### config.mk
export PLATFORM = sky130hd
export DESIGN_NAME = mult_div_unit_flat
export DESIGN_NICKNAME = d
export VERILOG_FILES = /design/src/rtl/mult_div_unit_if.sv /design/src/rtl/mult_div_unit.sv /design/src/flat_wrapper.sv
export SDC_FILE = /design/constraint.sdc
export NUM_CORES = 1
export LEC_CHECK = 0
export BUFFER_PORTS_ARGS = -buffer_cell sky130_fd_sc_hd__buf_2
export CORE_ASPECT_RATIO = 1.75
export CORE_MARGIN = 4
export CORE_UTILIZATION = 55
export DETAILED_ROUTE_END_ITERATION = 10
export PLACE_DENSITY = 0.78
export SLEW_MARGIN = 20
export SYNTH_ARGS = -nofsm -noshare
export SYNTH_HDL_FRONTEND = slang
export SYNTH_SLANG_ARGS = --single-unit
export TNS_END_PERCENT = 100
### constraint.sdc
create_clock -name clk -period 13.03 [get_ports clk]
set_input_delay 1.303 -clock clk [delete_from_list [all_inputs] [get_ports clk]]
set_output_delay 1.303 -clock clk [all_outputs]
set_load 0.02 [all_outputs]
### src/rtl/mult_div_unit_if.sv
// ============================================================================
//  Module      : mult_div_unit_if
//  Description : Request/result bundle between the MIPS control unit and the
//                multicycle multiply/divide sequencer.
//                  start, op, a_in, b_in       : request (control -> unit)
//                  busy, done, hi_out, lo_out,
//                  div_zero                    : status/results (unit -> control)
//  Revision    : 1.0  initial release
// ============================================================================
`default_nettype none

interface mult_div_unit_if #(
    parameter int WIDTH = 32
);
    logic             start;
    logic             op;
    logic [WIDTH-1:0] a_in;
    logic [WIDTH-1:0] b_in;
    logic             busy;
    logic             done;
    logic [WIDTH-1:0] hi_out;
    logic [WIDTH-1:0] lo_out;
    logic             div_zero;

    modport master (
        output start, op, a_in, b_in,
        input  busy, done, hi_out, lo_out, div_zero
    );

    modport slave (
        input  start, op, a_in, b_in,
        output busy, done, hi_out, lo_out, div_zero
    );
endinterface

`default_nettype wire

### src/rtl/mult_div_unit.sv
// ============================================================================
//  Module      : mult_div_unit
//  Description : Multicycle signed multiply/divide sequencer for mult/div.
//                Runs WIDTH shift-add (multiply) or restoring (divide) steps
//                on operand magnitudes, then one sign-fix cycle that writes
//                HI/LO and pulses done.
//  Ports       : clk    - rising-edge clock
//                reset  - asynchronous active-high reset
//                bus    - mult_div_unit_if.slave (start/op/a_in/b_in in;
//                         busy/done/hi_out/lo_out/div_zero out)
//  Revision    : 1.0  initial release
// ============================================================================
`default_nettype none

module mult_div_unit #(
    parameter int WIDTH = 32
) (
    input  wire logic         clk,
    input  wire logic         reset,
    mult_div_unit_if.slave    bus
);

    localparam int c_CNT_W = $clog2(WIDTH + 1);
    localparam logic [c_CNT_W-1:0] c_LAST = c_CNT_W'(WIDTH - 1);

    typedef enum logic [1:0] {
        S_IDLE = 2'd0,
        S_MULT = 2'd1,
        S_DIV  = 2'd2,
        S_FIX  = 2'd3
    } state_t;

    state_t             r_state, w_state;
    logic               r_op, w_op;
    logic               r_sign_a, w_sign_a;
    logic               r_sign_b, w_sign_b;
    logic               r_dz, w_dz;
    logic [WIDTH-1:0]   r_mag_b, w_mag_b;
    // Multiply: {P_hi, P_lo} with bit WIDTH of r_acc_hi unused (kept 0).
    // Divide:   R (WIDTH+1 bits) in r_acc_hi, Q in r_acc_lo.
    logic [WIDTH:0]     r_acc_hi, w_acc_hi;
    logic [WIDTH-1:0]   r_acc_lo, w_acc_lo;
    logic [c_CNT_W-1:0] r_cnt, w_cnt;
    logic               r_busy, w_busy;
    logic               r_done, w_done;
    logic               r_div_zero, w_div_zero;
    logic [WIDTH-1:0]   r_hi, w_hi;
    logic [WIDTH-1:0]   r_lo, w_lo;

    // Operand magnitudes; 0x80..0 maps to itself and is read as unsigned.
    logic [WIDTH-1:0]   w_mag_a_in;
    logic [WIDTH-1:0]   w_mag_b_in;
    assign w_mag_a_in = bus.a_in[WIDTH-1] ? -bus.a_in : bus.a_in;
    assign w_mag_b_in = bus.b_in[WIDTH-1] ? -bus.b_in : bus.b_in;

    // Multiply step datapath: conditional add with carry out.
    logic [WIDTH:0]     w_sum;
    assign w_sum = {1'b0, r_acc_hi[WIDTH-1:0]} + {1'b0, r_mag_b};

    // Divide step datapath: R shifted left with Q's MSB, then trial subtract.
    // The shifted R can exceed 2^WIDTH, so compare rather than test a sign bit.
    logic [WIDTH:0]     w_rsh;
    logic [WIDTH:0]     w_trial;
    logic               w_ge;
    assign w_rsh   = {r_acc_hi[WIDTH-1:0], r_acc_lo[WIDTH-1]};
    assign w_trial = w_rsh - {1'b0, r_mag_b};
    assign w_ge    = (w_rsh >= {1'b0, r_mag_b});

    // Sign-correction datapath used in FIX.
    logic [2*WIDTH-1:0] w_prod;
    logic [2*WIDTH-1:0] w_prod_fix;
    logic [WIDTH-1:0]   w_q_fix;
    logic [WIDTH-1:0]   w_r_fix;
    assign w_prod     = {r_acc_hi[WIDTH-1:0], r_acc_lo};
    assign w_prod_fix = (r_sign_a ^ r_sign_b) ? -w_prod : w_prod;
    assign w_q_fix    = (r_sign_a ^ r_sign_b) ? -r_acc_lo : r_acc_lo;
    assign w_r_fix    = r_sign_a ? -r_acc_hi[WIDTH-1:0] : r_acc_hi[WIDTH-1:0];

    always_ff @(posedge clk or posedge reset) begin
        if (reset) begin
            r_state    <= S_IDLE;
            r_op       <= 1'b0;
            r_sign_a   <= 1'b0;
            r_sign_b   <= 1'b0;
            r_dz       <= 1'b0;
            r_mag_b    <= '0;
            r_acc_hi   <= '0;
            r_acc_lo   <= '0;
            r_cnt      <= '0;
            r_busy     <= 1'b0;
            r_done     <= 1'b0;
            r_div_zero <= 1'b0;
            r_hi       <= '0;
            r_lo       <= '0;
        end else begin
            r_state    <= w_state;
            r_op       <= w_op;
            r_sign_a   <= w_sign_a;
            r_sign_b   <= w_sign_b;
            r_dz       <= w_dz;
            r_mag_b    <= w_mag_b;
            r_acc_hi   <= w_acc_hi;
            r_acc_lo   <= w_acc_lo;
            r_cnt      <= w_cnt;
            r_busy     <= w_busy;
            r_done     <= w_done;
            r_div_zero <= w_div_zero;
            r_hi       <= w_hi;
            r_lo       <= w_lo;
        end
    end

    always_comb begin
        w_state    = r_state;
        w_op       = r_op;
        w_sign_a   = r_sign_a;
        w_sign_b   = r_sign_b;
        w_dz       = r_dz;
        w_mag_b    = r_mag_b;
        w_acc_hi   = r_acc_hi;
        w_acc_lo   = r_acc_lo;
        w_cnt      = r_cnt;
        w_busy     = r_busy;
        w_done     = 1'b0;
        w_div_zero = r_div_zero;
        w_hi       = r_hi;
        w_lo       = r_lo;

        case (r_state)
            S_IDLE: begin
                if (bus.start) begin
                    w_op       = bus.op;
                    w_sign_a   = bus.a_in[WIDTH-1];
                    w_sign_b   = bus.b_in[WIDTH-1];
                    w_mag_b    = w_mag_b_in;
                    w_acc_hi   = '0;
                    w_acc_lo   = w_mag_a_in;
                    w_cnt      = '0;
                    w_div_zero = 1'b0;
                    w_busy     = 1'b1;
                    if (bus.op && (bus.b_in == '0)) begin
                        // Skip iterations entirely; FIX only raises the flag.
                        w_dz    = 1'b1;
                        w_state = S_FIX;
                    end else begin
                        w_dz    = 1'b0;
                        w_state = bus.op ? S_DIV : S_MULT;
                    end
                end
            end

            S_MULT: begin
                if (r_acc_lo[0]) begin
                    w_acc_hi = {1'b0, w_sum[WIDTH:1]};
                    w_acc_lo = {w_sum[0], r_acc_lo[WIDTH-1:1]};
                end else begin
                    w_acc_hi = {2'b00, r_acc_hi[WIDTH-1:1]};
                    w_acc_lo = {r_acc_hi[0], r_acc_lo[WIDTH-1:1]};
                end
                w_cnt = r_cnt + 1'b1;
                if (r_cnt == c_LAST) begin
                    w_state = S_FIX;
                end
            end

            S_DIV: begin
                w_acc_lo = {r_acc_lo[WIDTH-2:0], w_ge};
                w_acc_hi = w_ge ? w_trial : w_rsh;
                w_cnt    = r_cnt + 1'b1;
                if (r_cnt == c_LAST) begin
                    w_state = S_FIX;
                end
            end

            S_FIX: begin
                w_done  = 1'b1;
                w_busy  = 1'b0;
                w_state = S_IDLE;
                if (r_dz) begin
                    w_div_zero = 1'b1;
                end else if (r_op) begin
                    w_lo = w_q_fix;
                    w_hi = w_r_fix;
                end else begin
                    w_hi = w_prod_fix[2*WIDTH-1:WIDTH];
                    w_lo = w_prod_fix[WIDTH-1:0];
                end
            end

            default: begin
                w_state = S_IDLE;
            end
        endcase
    end

    assign bus.busy     = r_busy;
    assign bus.done     = r_done;
    assign bus.hi_out   = r_hi;
    assign bus.lo_out   = r_lo;
    assign bus.div_zero = r_div_zero;

endmodule

`default_nettype wire

### src/flat_wrapper.sv
// flat-port wrapper written by rule: the top's interface ports become plain ports
module mult_div_unit_flat 
#(
    parameter int WIDTH = 32
)
  (clk, reset, bus_start, bus_op, bus_a_in, bus_b_in, bus_busy, bus_done, bus_hi_out, bus_lo_out, bus_div_zero);
  mult_div_unit_if #(.WIDTH(WIDTH)) bus_i ();
  input  wire logic clk;
  input  wire logic reset;
  input wire logic [$bits(bus_i.start)-1:0] bus_start;
  input wire logic [$bits(bus_i.op)-1:0] bus_op;
  input wire logic [$bits(bus_i.a_in)-1:0] bus_a_in;
  input wire logic [$bits(bus_i.b_in)-1:0] bus_b_in;
  output wire logic [$bits(bus_i.busy)-1:0] bus_busy;
  output wire logic [$bits(bus_i.done)-1:0] bus_done;
  output wire logic [$bits(bus_i.hi_out)-1:0] bus_hi_out;
  output wire logic [$bits(bus_i.lo_out)-1:0] bus_lo_out;
  output wire logic [$bits(bus_i.div_zero)-1:0] bus_div_zero;
  assign bus_i.start = bus_start;
  assign bus_i.op = bus_op;
  assign bus_i.a_in = bus_a_in;
  assign bus_i.b_in = bus_b_in;
  assign bus_busy = bus_i.busy;
  assign bus_done = bus_i.done;
  assign bus_hi_out = bus_i.hi_out;
  assign bus_lo_out = bus_i.lo_out;
  assign bus_div_zero = bus_i.div_zero;
  mult_div_unit #(.WIDTH(WIDTH)) u_core (.clk(clk), .reset(reset), .bus(bus_i));
endmodule
# ---- Word-level counts from Yosys, hierarchy flattened
# Cells that the tools add are included.
dict set report classes {
  add_sub_neg 8
  n_lt_le_gt_ge 1
  n_eq_ne 7
  muxes 28
  bitwise 2
  reduce_logical 14
}
# cell n
set op_table {}
lappend op_table {{$mux W32} 11}
lappend op_table {{$pmux W32 S3} 2}
lappend op_table {{$neg A32 Y32} 4}
lappend op_table {{$mux W64} 1}
lappend op_table {{$neg A64 Y64} 1}
lappend op_table {{$add A32 B32 Y33} 1}
lappend op_table {{$ge A33 B32 Y1} 1}
lappend op_table {{$logic_not A32 Y1} 1}
lappend op_table {{$sub A32 B32 Y32} 1}
lappend op_table {{$pmux W6 S2} 1}
lappend op_table {{$reduce_and A2 Y1} 6}
lappend op_table {{$mux W2} 4}
lappend op_table {{$add A6 B1 Y6 const B} 1}
lappend op_table {{$eq A6 B5 Y1 const B} 1}
lappend op_table {{$mux W6} 1}
lappend op_table {{$pmux W2 S3} 1}
lappend op_table {{$mux W1} 5}
lappend op_table {{$eq A2 B2 Y1 const B} 2}
lappend op_table {{$ne A2 B1 Y1 const B} 2}
lappend op_table {{$pmux W1 S2} 2}
lappend op_table {{$reduce_bool A2 Y1} 2}
lappend op_table {{$reduce_and A3 Y1} 1}
lappend op_table {{$reduce_bool A3 Y1} 1}
lappend op_table {{$eq A2 B1 Y1 const B} 1}
lappend op_table {{6 further kinds} 6}
dict set report totals {
  reg_bits 175
  output_inout_bits 67
}

# ---- Depth between registers and ports, before layout
dict set report depth {
  word_depth 5
  ltp_mapped 13
  mapped_depth_nobuf 13
}

# ---- Least setup slack after synthesis
# Ideal clock, no wire load.
dict set report synth_timing {
  kind {input port to flip-flop}
  start {input port bus_b_in[6]}
  end {register u_core.r_state[0]}
  setup_ns 0.064
  arrival_time_ns 4.215
  t_required_ns 12.966
  setup_slack_ns 8.751
  stages 9
  path_cell_list {or4_4 -> or4_1 -> or3_1 -> or2_4 -> nand2b_4 -> or3_4 -> or4_4 -> a311oi_1 -> a21o_1}
}
dict set report synth_via {
  elab_chain_len 5
}
# item line_no
set synth_lines {}
lappend synth_lines {{from (decl)} flat_wrapper.sv:13} ;# input wire logic [$bits(bus_i.b_in)-1:0] bus_b_in;
lappend synth_lines {{$logic_not A32 Y1} mult_div_unit.sv:141} ;# if (bus.op && (bus.b_in == '0)) begin
lappend synth_lines {{$logic_and A1 B1 Y1} mult_div_unit.sv:141}
lappend synth_lines {{$mux W2} mult_div_unit.sv:141}
lappend synth_lines {{$mux W2} mult_div_unit.sv:131} ;# if (bus.start) begin
lappend synth_lines {{$pmux W2 S3} mult_div_unit.sv:129} ;# case (r_state)
lappend synth_lines {{to (signal assigned)} mult_div_unit.sv:96} ;# r_state <= w_state;
lappend synth_lines {{to (decl)} mult_div_unit.sv:33} ;# state_t r_state, w_state;
# Every way passes these cells. The select of a mux whose other input is x is not followed.
# A chain may end at the register's enable or synchronous reset.

# ---- Worst setup path after layout
dict set report layout_timing {
  start {register u_core.r_acc_hi[0]}
  end {register u_core.r_acc_hi[29]}
}
dict set report layout_via {
  elab_chain_len 3
  elab_cells_between_ends 6
}
# item line_no
set layout_lines {}
lappend layout_lines {{from (decl)} mult_div_unit.sv:41} ;# logic [WIDTH:0] r_acc_hi, w_acc_hi;
lappend layout_lines {{from (signal assigned)} mult_div_unit.sv:102} ;# r_acc_hi <= w_acc_hi;
lappend layout_lines {{$sub A32 B32 Y32 (tied with other cells)} mult_div_unit.sv:66} ;# assign w_trial = w_rsh - {1'b0, r_mag_b};
lappend layout_lines {{$mux W32, on equally long branches} {mult_div_unit.sv:168, mult_div_unit.sv:153}}
lappend layout_lines {{$pmux W32 S3 (*)} mult_div_unit.sv:129}
# Mark *: on every way between the ends. The rest lies on a longest branch, timed or not.

==> flow_summary.toml <==
[status]
outcome = "completed"

[floorplan]
die-height_um = 218
fp.dieArea_sq_um = 27900
fp.dieW_um = 128
placeableCoreArea_sq_um = 24700
number_of_rows_created_at_floorplan = 76
initial_core_util_pct = 56.1
ioPinCount = 135

[logic_synthesis]
postSynthRegisterBits = 175
synth-main-ff-cell = "sky130_fd_sc_hd__dfrtp_1"
synth_compound_gate_area_share_pct = 24.9
synth_adder_area_share_pct = 6.97
number_of_flops_mapped_to_enable_cells_by_yosys = 0
synth_top_family_by_area = "compound AO/OA/AOI/OAI gates"
synth_simple_gate_area_share_pct = 18.1
ys_seq_area_share_pct = 31.6
ffs_w_async_s_r_synth_pct = 100
synth_top_cell_area_share_pct = 31.6
synth.net_count = 1877
yosys_warnings = 0
average_instance_area_after_synthesis_sq_um = 8.00
post_synth_mux_area_share_pct = 2.77
syn_inst = 1733
synth-xor-area-share_pct = 11.1
post_synth_design_cell_area_sq_um = 13900
synth_cell_type_count = 66
post_synth_main_area_contributors = "sky130_fd_sc_hd__dfrtp_1, sky130_fd_sc_hd__o21ai_0, sky130_fd_sc_hd__nand2_1, sky130_fd_sc_hd__xnor2_1, sky130_fd_sc_hd__ha_1"
synth_top_cell_by_area = "sky130_fd_sc_hd__dfrtp_1"

[setup_path]
path_max_fanout = 6
worst_ep_arrival_time_ps = 4740
worstSetupPathType = "reg -> reg"
worst_setup_path_start_kind = "flip-flop"
worst-endpoint-required_ps = 13420
end_kind = "flip-flop"

[final_layout]
core_occupancy_in_the_finished_layout_pct = 61.7
share_of_post_route_cells_with_drive_strength_above_1_pct = 11.4
number_of_antenna_cells_inserted = 0
numnets_final = 1941
syn_to_final_growth_pct = 10.0
num-fill-cells = 2236

[timing]
maxClockFrequency_mhz = 230
final_count_of_pins_violating_max_slew = 0
timing.clock.skew_ps = 7.32
finalHoldViolations = 0
period_needed_ps = 4350
share_of_the_cycle_needed_by_the_critical_path_after_routing_pct = 33.4
setup_tns_ps = 0
timing.max_slew.rel_slack_pct = 34.7
setup_viol = 0
worst-slew-pin-transition_ps = 955
rsz0062_at_grt = "false"

[clock_tree]
cts.path.max_buffers = 2
number_of_gates_given_a_new_drive_strength_after_cts = 0
htreeDepth = 4
path_clk_slew_ps = 70
cts_tree = "yes"
clkSinkCount = 175
clk-insertion-delay-late_ps = 460
ctsHoldBuffers = 0
buffer_cell_driving_the_clock_tree_root = "sky130_fd_sc_hd__clkbuf_16"
post-cts-setup-buffers = 0
cts-buffers-inserted = 17

[drt]
residual_drc_count = 0
wl_per_cell_um = 20.1
top_layer = "met4"
drt_pass1_iterations = 7
vias_per_cell = 6.34
antenna_left = 0
met1_length_mm = 14.6
vias = 13500
met3_wire_length_mm = 2.20
finalWirelength_mm = 42.6
met2_length_mm = 21.9
first_iter_violations = 1495

[job]
count_of_max_cap_constraint_violations = 0

[grt]
maximum_number_of_pins_on_one_net_before_global_route_repair = 118
grt_antenna_before_repair = 0
total_congestion_overflow = 0
grt_pass1_wl_mm = 67.9
overall_routing_resource_usage_pct = 30.7
via_count_of_the_first_global_routing_pass = 13200

[worst_hold_path]
timing.hold.worst.class = "reg -> reg"

[place]
place.port_buffers = 134
globalplace.congestion = 1.01
dp.final_hpwl_mm = 32.6
[cells in the mapped netlist (4+ instances only)]
master                      count
sky130_fd_sc_hd__a2111oi_0      4
sky130_fd_sc_hd__a211oi_1      10
sky130_fd_sc_hd__a21boi_0       4
sky130_fd_sc_hd__a21o_1        27
sky130_fd_sc_hd__a21oi_1      105
sky130_fd_sc_hd__a221o_1        5
sky130_fd_sc_hd__a221oi_1       7
sky130_fd_sc_hd__a222oi_1       6
sky130_fd_sc_hd__a22o_1         4
sky130_fd_sc_hd__a22oi_1       41
sky130_fd_sc_hd__a31oi_1       16
sky130_fd_sc_hd__and2_1        11
sky130_fd_sc_hd__and3_1        11
sky130_fd_sc_hd__buf_1          7
sky130_fd_sc_hd__clkbuf_1      92
sky130_fd_sc_hd__dfrtp_1      175
sky130_fd_sc_hd__ha_1          74
sky130_fd_sc_hd__inv_1         63
sky130_fd_sc_hd__mux2i_1       35
sky130_fd_sc_hd__nand2_1      278
sky130_fd_sc_hd__nand2b_1      12
sky130_fd_sc_hd__nand3_1       20
sky130_fd_sc_hd__nand4_1       12
sky130_fd_sc_hd__nor2_1        71
sky130_fd_sc_hd__nor2b_1       10
sky130_fd_sc_hd__nor3_1        27
sky130_fd_sc_hd__nor3b_1        4
sky130_fd_sc_hd__nor4_1        10
sky130_fd_sc_hd__o211ai_1      10
sky130_fd_sc_hd__o21a_1         7
sky130_fd_sc_hd__o21ai_0      252
sky130_fd_sc_hd__o21bai_1       5
sky130_fd_sc_hd__o221ai_1      13
sky130_fd_sc_hd__o31ai_1       21
sky130_fd_sc_hd__o41ai_1       11
sky130_fd_sc_hd__or2_2          5
sky130_fd_sc_hd__or3_1         25
sky130_fd_sc_hd__or4_1         20
sky130_fd_sc_hd__xnor2_1      108
sky130_fd_sc_hd__xor2_1        68
[state kept, by name, indices dropped and copies added (netlist names)]
register and cells:
u_core.bus.busy 1, u_core.bus.div_zero 1, u_core.bus.done 1, u_core.bus.hi_out 32, u_core.bus.lo_out 32, u_core.r_acc_hi 32, u_core.r_acc_lo 32, u_core.r_cnt 6
u_core.r_dz 1, u_core.r_mag_b 32, u_core.r_op 1, u_core.r_sign_a 1, u_core.r_sign_b 1, u_core.r_state 2
[cell usage in the layout, fill, tap and decap left out, types with 12 or more instances in the layout]
cell,n
sky130_fd_sc_hd__dfrtp_1,175
sky130_fd_sc_hd__o21ai_0,251
sky130_fd_sc_hd__clkbuf_16,17
sky130_fd_sc_hd__inv_1,62
sky130_fd_sc_hd__a31oi_1,15
sky130_fd_sc_hd__or4_1,20
sky130_fd_sc_hd__o221ai_1,13
sky130_fd_sc_hd__nor2_1,71
sky130_fd_sc_hd__nand4_1,12
sky130_fd_sc_hd__mux2i_1,35
sky130_fd_sc_hd__a22oi_1,41
sky130_fd_sc_hd__a21o_1,27
sky130_fd_sc_hd__buf_2,134
sky130_fd_sc_hd__nand3_1,20
sky130_fd_sc_hd__ha_1,73
sky130_fd_sc_hd__xor2_1,68
sky130_fd_sc_hd__o31ai_1,21
sky130_fd_sc_hd__or3_1,25
sky130_fd_sc_hd__buf_4,12
sky130_fd_sc_hd__a21oi_1,105
sky130_fd_sc_hd__xnor2_1,107
sky130_fd_sc_hd__nand2_1,277
sky130_fd_sc_hd__nor3_1,27
[critical path, cell delays in order (launching register included)]
cell and delay [ps]:
sky130_fd_sc_hd__dfrtp_1 470, sky130_fd_sc_hd__ha_1 240, sky130_fd_sc_hd__inv_1 70, sky130_fd_sc_hd__fa_1 410, sky130_fd_sc_hd__nand2b_1 210, sky130_fd_sc_hd__a2111oi_0 840
sky130_fd_sc_hd__o21ai_0 300, sky130_fd_sc_hd__a2111oi_0 450, sky130_fd_sc_hd__buf_4 220, sky130_fd_sc_hd__o2111ai_1 130, sky130_fd_sc_hd__nand3_1 140, sky130_fd_sc_hd__nor2_1 60
sky130_fd_sc_hd__or4b_2 630, sky130_fd_sc_hd__nand4_1 110
[final timing paths]
kind	start	end	slack (ps)	cells past startpoint
worst max-delay path	u_core.r_acc_hi[0]	u_core.r_acc_hi[29]	8680	13
worst min-delay path	u_core.bus.hi_out[5]	u_core.bus.hi_out[5]	470	2
worst max register to register	u_core.r_acc_hi[0]	u_core.r_acc_hi[29]	8680	13
worst min register to register	u_core.bus.hi_out[5]	u_core.bus.hi_out[5]	470	2
max in group asynchronous	reset	u_core.bus.lo_out[26]	10650	3
min in group asynchronous	reset	u_core.bus.hi_out[21]	990	2
[stage by stage]
| stage | cells | hold WS (ps) | cell area [sq um] | setup WS, ps |
|---|---|---|---|---|
| after floorplan | 1733 | 463 | 13900 | 6980 |
| after global placement | 2090 | 456 | 14700 | 8430 |
| after detailed placement | 2090 | 465 | 14700 | 8410 |
| after CTS | 2122 | 481 | 15200 | 8710 |
| after global routing | 2122 | 498 | 15300 | 8320 |
| final | 2122 | 473 | 15300 | 8680 |
[cell type report]
cell class	instances	area, sq um	share of cell area, %
clock buffer	18	429	2.81
clock inverter	14	133	0.869
inverter	63	244	1.60
multi-input combinational	1394	8920	58.5
sequential	175	4380	28.7
tap	312	390	2.56
timing repair buffer	146	761	4.99
[per-layer routing]
layer / global-route usage [%] / vias to the layer above
li1: - / 6345
met1: 32.0 / 6326
met3: 4.31 / 199
met2: 54.6 / 589
met4: 23.6 / 0
met5: 0 / -
[cell families (layout without fill, tap and decap cells)]
family / count (synthesis) / count (layout)
compound gates: 568 / 568
flops: 175 / 175
xor+xnor: 176 / 176
fa+ha+maj: 76 / 76
simple gates: 536 / 536
mux: 38 / 38
buf+inv: 164 / 241
Power is left out: the tool's default activity adds up to more than one toggle a clock period on the data nets, which glitch-free logic cannot reach.
